`src/rtl/mult_pipe_pkg.sv`:
```
// Shared constants and range helpers for the multiplier pipeline.
// Latency: n/a (package only).
// Backpressure: n/a.
package mult_pipe_pkg;

    localparam int PIPE_DEPTH_MAX = 4;
    // Widest exact product: (32+1) x (32+1) bits.
    localparam int FULL_W = 66;

    // True when value lies inside the width-bit signed (or unsigned) range.
    function automatic logic prod_fits(input logic signed [FULL_W-1:0] value,
                                       input int width,
                                       input logic signed_range);
        logic signed [FULL_W-1:0] hi;
        if (signed_range) begin
            // Every bit from width-1 upward must be a copy of the sign.
            hi = value >>> (width - 1);
            return (hi == '0) || (hi == '1);
        end
        hi = value >>> width;
        return (hi == '0);
    endfunction

    // Saturation value for a result of the given sign, in the low width bits.
    function automatic logic [63:0] sat_limit(input logic sign,
                                              input int width,
                                              input logic signed_range);
        logic [63:0] top_bit;
        top_bit = 64'd1 << (width - 1);
        if (!signed_range) begin
            // At width 64 the shift wraps to zero and the subtract gives all-ones.
            return (top_bit << 1) - 64'd1;
        end
        if (sign) begin
            return top_bit;
        end
        return top_bit - 64'd1;
    endfunction

endpackage

```
`src/rtl/mult_pipe_stage.sv`:
```
// One pipeline register holding {product, overflow, valid}.
// Latency: 1 enabled cycle.
// Backpressure: ce_i=0 holds contents; rst clears regardless of ce_i.
module mult_pipe_stage #(
    parameter int P_W = 48
) (
    input  logic           clk,
    input  logic           rst,
    input  logic           ce_i,
    input  logic [P_W-1:0] prod_i,
    input  logic           ovf_i,
    input  logic           vld_i,
    output logic [P_W-1:0] prod_o,
    output logic           ovf_o,
    output logic           vld_o
);

    logic [P_W-1:0] prod_q, prod_d;
    logic           ovf_q,  ovf_d;
    logic           vld_q,  vld_d;

    // Next state: load when enabled, otherwise hold.
    always_comb begin
        prod_d = prod_q;
        ovf_d  = ovf_q;
        vld_d  = vld_q;
        if (ce_i) begin
            prod_d = prod_i;
            ovf_d  = ovf_i;
            vld_d  = vld_i;
        end
    end

    // Stage register; reset wins over a held stage so in-flight work is dropped.
    always_ff @(posedge clk) begin
        if (rst) begin
            prod_q <= '0;
            ovf_q  <= 1'b0;
            vld_q  <= 1'b0;
        end else begin
            prod_q <= prod_d;
            ovf_q  <= ovf_d;
            vld_q  <= vld_d;
        end
    end

    assign prod_o = prod_q;
    assign ovf_o  = ovf_q;
    assign vld_o  = vld_q;

endmodule

```
`src/rtl/mult_pipe.sv`:
```
// Signed/unsigned multiplier with resize/saturate and a PIPE_DEPTH-stage valid pipeline.
// Latency: PIPE_DEPTH enabled cycles (0 = combinational).
// Backpressure: none beyond CEM; CEM=0 freezes every stage together.
module mult_pipe
    import mult_pipe_pkg::*;
#(
    parameter int A_W        = 25,
    parameter int B_W        = 18,
    parameter int P_W        = 48,
    parameter int PIPE_DEPTH = 1,
    parameter int SAT        = 0
) (
    input  logic           clk,
    input  logic           rst,
    input  logic           CEM,
    input  logic           USE_MULT,
    input  logic           A_SIGNED,
    input  logic           B_SIGNED,
    input  logic           IN_VALID,
    input  logic [A_W-1:0] AMULT,
    input  logic [B_W-1:0] BMULT,
    output logic [P_W-1:0] M,
    output logic           M_VALID,
    output logic           M_OVF
);

    localparam int PROD_W = A_W + B_W + 2;

    if (PIPE_DEPTH < 0 || PIPE_DEPTH > PIPE_DEPTH_MAX ||
        A_W < 2 || A_W > 32 || B_W < 2 || B_W > 32 ||
        P_W < 2 || P_W > 64) begin : g_param_check
        $error("mult_pipe: parameter out of range");
    end

    // One extra bit per operand lets a single signed multiply cover all four modes.
    logic signed [A_W:0]        a_ext;
    logic signed [B_W:0]        b_ext;
    logic signed [PROD_W-1:0]   prod_full;
    logic signed [FULL_W-1:0]   prod_x;
    logic                       signed_rng;

    assign a_ext      = $signed({A_SIGNED & AMULT[A_W-1], AMULT});
    assign b_ext      = $signed({B_SIGNED & BMULT[B_W-1], BMULT});
    assign prod_full  = a_ext * b_ext;
    assign prod_x     = FULL_W'(prod_full);
    assign signed_rng = A_SIGNED | B_SIGNED;

    logic [P_W-1:0] in_prod;
    logic           in_ovf;
    logic           fits;

    // Resize ahead of the first register; bubbles and power-save carry a zero product.
    always_comb begin
        fits    = prod_fits(prod_x, P_W, signed_rng);
        in_prod = '0;
        in_ovf  = 1'b0;
        if (IN_VALID && USE_MULT) begin
            in_ovf = !fits;
            if (!fits && SAT != 0) begin
                in_prod = P_W'(sat_limit(prod_x[FULL_W-1], P_W, signed_rng));
            end else begin
                in_prod = prod_x[P_W-1:0];
            end
        end
    end

    logic [P_W-1:0] prod_c [PIPE_DEPTH+1];
    logic           ovf_c  [PIPE_DEPTH+1];
    logic           vld_c  [PIPE_DEPTH+1];

    assign prod_c[0] = in_prod;
    assign ovf_c[0]  = in_ovf;
    assign vld_c[0]  = IN_VALID;

    for (genvar k = 0; k < PIPE_DEPTH; k++) begin : g_stage
        mult_pipe_stage #(
            .P_W (P_W)
        ) u_stage (
            .clk    (clk),
            .rst    (rst),
            .ce_i   (CEM),
            .prod_i (prod_c[k]),
            .ovf_i  (ovf_c[k]),
            .vld_i  (vld_c[k]),
            .prod_o (prod_c[k+1]),
            .ovf_o  (ovf_c[k+1]),
            .vld_o  (vld_c[k+1])
        );
    end

    assign M       = prod_c[PIPE_DEPTH];
    assign M_OVF   = ovf_c[PIPE_DEPTH];
    assign M_VALID = vld_c[PIPE_DEPTH];

endmodule

```
`config.mk`:
```
export PLATFORM = sky130hd
export DESIGN_NAME = mult_pipe
export DESIGN_NICKNAME = d
export VERILOG_FILES = /design/src/rtl/mult_pipe_pkg.sv /design/src/rtl/mult_pipe_stage.sv /design/src/rtl/mult_pipe.sv
export SDC_FILE = /design/constraint.sdc
export NUM_CORES = 1
export LEC_CHECK = 0
export CAP_MARGIN = 20
export CELL_PAD_IN_SITES_DETAIL_PLACEMENT = 1
export CELL_PAD_IN_SITES_GLOBAL_PLACEMENT = 1
export CORE_MARGIN = 2
export CORE_UTILIZATION = 50
export CTS_BUF_LIST = sky130_fd_sc_hd__clkbuf_4 sky130_fd_sc_hd__clkbuf_8
export DETAILED_ROUTE_END_ITERATION = 6
export GPL_TIMING_DRIVEN = 0
export PLACE_DENSITY = 0.9
export SLEW_MARGIN = 20
export SYNTH_ARGS = -nofsm -noshare
export SYNTH_HDL_FRONTEND = slang
export SYNTH_SLANG_ARGS = --single-unit
```
`constraint.sdc`:
```
create_clock -name clk -period 12.45 [get_ports clk]
set_input_delay 3.1125 -clock clk [delete_from_list [all_inputs] [get_ports clk]]
set_output_delay 3.1125 -clock clk [all_outputs]
set_load 0.02 [all_outputs]
```
# After elaboration in Yosys (flattened, before gate mapping)
# Index checks and enable logic that the tools add are counted.
# totals
inputBits	50
wordCells	17
output_inout_bits	50
ff_bits	50
# op_classes
eq_ne	1
bitwise_logic	3
multipliers	1
muxes	5
n_reduce_logical	4
# ops
operator	n
$eq A66 B66 Y1 const B	1
$logic_not A66 Y1	1
$mux W48	1
$mul A26 B19 Y45	1
$mux W1	4
$and A1 B1 Y1	2
$logic_and A1 B1 Y1	1
$logic_not A1 Y1	1
$logic_or A1 B1 Y1	1
$or A1 B1 Y1	1

# Depth between registers and ports, before layout
# depth
ltp_word	8
depth_mapped	27
mapped_depth_nobuf	25

# By module
# A second synthesis with hierarchy kept.
# unflattened
cells_unflattened	2201
area_unflattened_um2	19737.7
# modules_own_cells
module	area_per_inst_um2	cells_each	instances	seq_area_each_um2
mult_pipe	17938.5	2039	1	0.0
mult_pipe_stage	1799.2	162	1	1001.0

# Worst setup path after synthesis
# No wires, ideal clock.
# synth_path
kind	input -> register
startpoint	in A_SIGNED
endpoint	reg g_stage[0].u_stage.ovf_q
t_required_ns	12.333
setup_time_ns	0.117
arrival_time_ns	9.556
setup_slack_ns	2.777
cell_stages	25
cell_sequence	and2_1 -> clkbuf_1 -> nand2_1 -> fa_1 -> inv_1 -> fa_1 -> inv_1 -> fa_1 -> fa_1 -> inv_1 -> fa_1 -> inv_1 -> fa_1 -> inv_1 -> ha_1 -> ha_1 -> clkbuf_1 -> a2111oi_0 -> o31ai_1 -> a311oi_1 -> nor2_1 -> a211oi_2 -> a311oi_2 -> xnor2_1 -> a32o_1
# synth_via
elab_chain_len	8
elab_cells_between_ends	11
cone_classes	1 x mul; 1 x eq/ne; 4 x mux; 2 x bitwise; 3 x reduce/logical
# synth_rtl
item	line	rtl
start: declaration	mult_pipe.sv:17	input logic A_SIGNED,
$and A1 B1 Y1	mult_pipe.sv:42	assign a_ext = $signed({A_SIGNED & AMULT[A_W-1], AMULT});
$mul A26 B19 Y45	mult_pipe.sv:44	assign prod_full = a_ext * b_ext;
$eq A66 B66 Y1 / $logic_not A66 Y1 (equally long branches)	mult_pipe_pkg.sv:18, mult_pipe_pkg.sv:21	
$logic_or A1 B1 Y1	mult_pipe_pkg.sv:18	return (hi == '0) || (hi == '1);
$mux W1	mult_pipe_pkg.sv:15	if (signed_range) begin
$mux W1 *	mult_pipe_pkg.sv:20	hi = value >>> width;
$logic_not A1 Y1 *	--	
$mux W1 *	mult_pipe.sv:57	if (IN_VALID && USE_MULT) begin
end signal: assignment	mult_pipe_stage.sv:42	ovf_q <= ovf_d;
end: declaration	mult_pipe_stage.sv:19	logic ovf_q, ovf_d;
# Mark *: on every way between the ends. The rest lies on a longest branch, timed or not. The select of a mux whose other input is x is not followed.
# A chain may end at the register's enable or synchronous reset.

# Worst setup path in the final report
# layout_path
startpoint	in BMULT[5]
endpoint	reg g_stage[0].u_stage.ovf_q
# layout_via
elab_chain_len	7
elab_cells_between_ends	8
cone_classes	1 x mul; 1 x eq/ne; 3 x mux; 3 x reduce/logical
# layout_rtl
item	line	rtl
start: declaration	mult_pipe.sv:21	input logic [B_W-1:0] BMULT,
$mul A26 B19 Y45 *	mult_pipe.sv:44	
$eq A66 B66 Y1 / $logic_not A66 Y1 (equally long branches)	mult_pipe_pkg.sv:18, mult_pipe_pkg.sv:21	
$logic_or A1 B1 Y1	mult_pipe_pkg.sv:18	
$mux W1	mult_pipe_pkg.sv:15	
$mux W1 *	mult_pipe_pkg.sv:20	
$logic_not A1 Y1 *	--	
$mux W1 *	mult_pipe.sv:57	
# Marked as above.

==> reports/qor.txt <==
fin util: 54.7%
worst hold path type: flop to flop
syn avg cell area: 8.94 sq um
via count: 15,817
Slew Limit Fails: 0
Synth top area share: 51.1%
Antenna Violating Nets Remaining: 0
synth warn: 0
die footprint: 39,800 sq um
Worst-path clk slew: 0.09 ns
first-pass GRT wire length: 106 mm
Final setup viols: 0
Worst Tran Pin Value: 1.20 ns
RePlAce Congestion: 0.949
# H-tree levels: 2
first drt pass iteration count: 7
clock buffer depth: 2
area delta synth->final: 7.78%
Critical Path End Type: flop
crit share post-route: 95.5%
largest net degree at the start of global routing: 15
Hold Buf Count CTS: 0
RSZ-0062 raised after global routing: false
skew final: 0 ns
PnR worst setup slack: 0.554 ns
Max Cap Viol: 0
biggest area consumer among synthesized cells: fa_1
Post-CTS Setup Repair Bufs: 0
syn_nets: 2,805
Root Buffer: clkbuf_8
WS Path Type: input pin to flop
routed length per placed instance: 25.7 um
initial antenna violation count: 11
Total Nets Final: 2,883
die height: 200 um
register area share after synthesis: 4.92%
FF+latch count, synth: 47
vias per inst: 5.78
pre-CTS WS: 0.528 ns
# port buffers: 71
IO Pins: 100
Slew headroom: 20.3%
status: finished clean
Die X: 200 um
commonest cells in the synthesized netlist: 523 x inv_1, 488 x fa_1, 352 x nand2_1, 158 x and2_1, 127 x ha_1
grt ovf: 0
required time worst endpoint: 12.67 ns
Mapped Area: 19,100 sq um
top cells by area, synth: fa_1 51%, inv_1 10%, ha_1 8.3%, nand2_1 6.9%, and2_1 5.2%
hold violation count in the final report: 0
CTS sink count: 47
async set-reset flop share out of synthesis: 0%
share of cells above drive strength 1: 1.49%
cells after synthesis: 2,140
setup total negative slack: 0 ns
clock buffer count from CTS: 5
# DRC: 0
Total Routing Usage GR: 36.7%
Hold Slack: 0.464 ns
Critical Path AT: 12.12 ns
crit path launch type: input pin
FP Rows: 71
Post-synth EDFFs: 0
CTS tree: yes
crit-path max FO: 10
core area: 37,700 sq um
crit path time final: 11.90 ns
FMAX: 84.1 MHz
Post-DP HPWL: 58.3 mm
Starting Density: 50.8%
Post-CTS Resized: 0
Routed WL: 70.3 mm
DR iter-0 viols: 1,068
most frequent cell after synthesis: inv_1
vias in the first global route: 18,854
Clk Latency, worst-skew pair: 0.32 ns
synth unique cells: 57
ys flop type: dfxtp_1
layer usage:
layer	up-vias	global-route usage (%)	part of all wire [%]	wire (um)
li1	6379	-	-	-
met1	8190	39.4	33	23400
met2	887	63.5	50	34900
met3	359	7.09	7.9	5570
met4	2	28.9	9.1	6410
met5	-	0	0.011	8
stage by stage:
step | cells | instance area, sq um
2_1_floorplan | 2140 | 19100
3_3_place_gp | 2722 | 20500
3_5_place_dp | 2722 | 20500
4_1_cts | 2730 | 20600
5_1_grt | 2736 | 20600
6_report | 2738 | 20600
cells in the final DEF, fill, tap and decap left out, drive strengths merged, types with 3 or more instances in the layout:
cell type	n
a211oi	7
a21o	10
a21oi	38
a221oi	3
a22o	5
a22oi	16
a31oi	6
and2	158
and3	12
buf	11
clkbuf	109
clkdlybuf4s50	71
dfxtp	47
diode	8
fa	488
ha	127
inv	523
nand2	352
nand2b	5
nand3	11
nand4	4
nor2	69
nor2b	6
nor3	6
nor3b	4
o211ai	4
o21a	4
o21ai	40
o31ai	3
or2	7
or3	3
xnor2	28
xor2	19
worst paths after layout:
check | startpoint | end | slack [ns] | cells past startpoint
worst min-delay path | g_stage[0].u_stage.prod_o[33]$_SDFFE_PP0P_ | g_stage[0].u_stage.prod_o[33]$_SDFFE_PP0P_ | 0.46 | 2
worst max-delay path | BMULT[5] | g_stage[0].u_stage.ovf_o$_SDFFE_PP0P_ | 0.55 | 25
worst max register to register | g_stage[0].u_stage.prod_o[4]$_SDFFE_PP0P_ | g_stage[0].u_stage.prod_o[4]$_SDFFE_PP0P_ | 11.70 | 2
worst min register to register | g_stage[0].u_stage.prod_o[33]$_SDFFE_PP0P_ | g_stage[0].u_stage.prod_o[33]$_SDFFE_PP0P_ | 0.46 | 2
kinds of logic after synthesis:
| logic type | Yosys count | synth area share (%) |
|---|---|---|
| simple gates | 640 | 15.5 |
| compound gates | 152 | 5.29 |
| xor+xnor | 47 | 2.15 |
| mux | 2 | 0.105 |
| buf+inv | 637 | 12.6 |
| fa+ha+maj | 615 | 59.4 |
| flops | 47 | 4.92 |
state kept, by name, summed over array words and instances (netlist names):
| signal | count |
|---|---|
| g_stage.u_stage.prod_o | 45 |
| g_stage.u_stage.ovf_o | 1 |
| g_stage.u_stage.vld_o | 1 |
layout make-up:
class | count | area, sq um
buffer | 114 | 453
tap | 511 | 639
inverter | 523 | 1960
clock inverter | 2 | 35.0
antenna | 8 | 20.0
timing repair buffer | 71 | 711
sequential | 47 | 941
multi-input combinational | 1456 | 15800
fill | 4499 | 17100
clock buffer | 6 | 82.6
worst max-delay path: stages:
cell,delay (ns)
clkdlybuf4s50_1,0.94
clkbuf_1,0.76
nand2_1,0.28
fa_1,0.72
inv_1,0.14
fa_1,0.60
inv_1,0.35
fa_1,0.52
fa_1,0.55
inv_1,0.07
fa_1,0.50
inv_1,0.06
fa_1,0.50
inv_1,0.06
ha_1,0.30
ha_1,0.30
clkbuf_1,0.23
a2111oi_0,0.49
o31ai_1,0.19
a311oi_1,0.38
nor2_1,0.11
a211oi_2,0.30
a311oi_2,0.16
xnor2_1,0.19
a32o_1,0.28
Power is not shown: default switching activity piles up to over one toggle a cycle in this logic, so the estimate is an artifact.
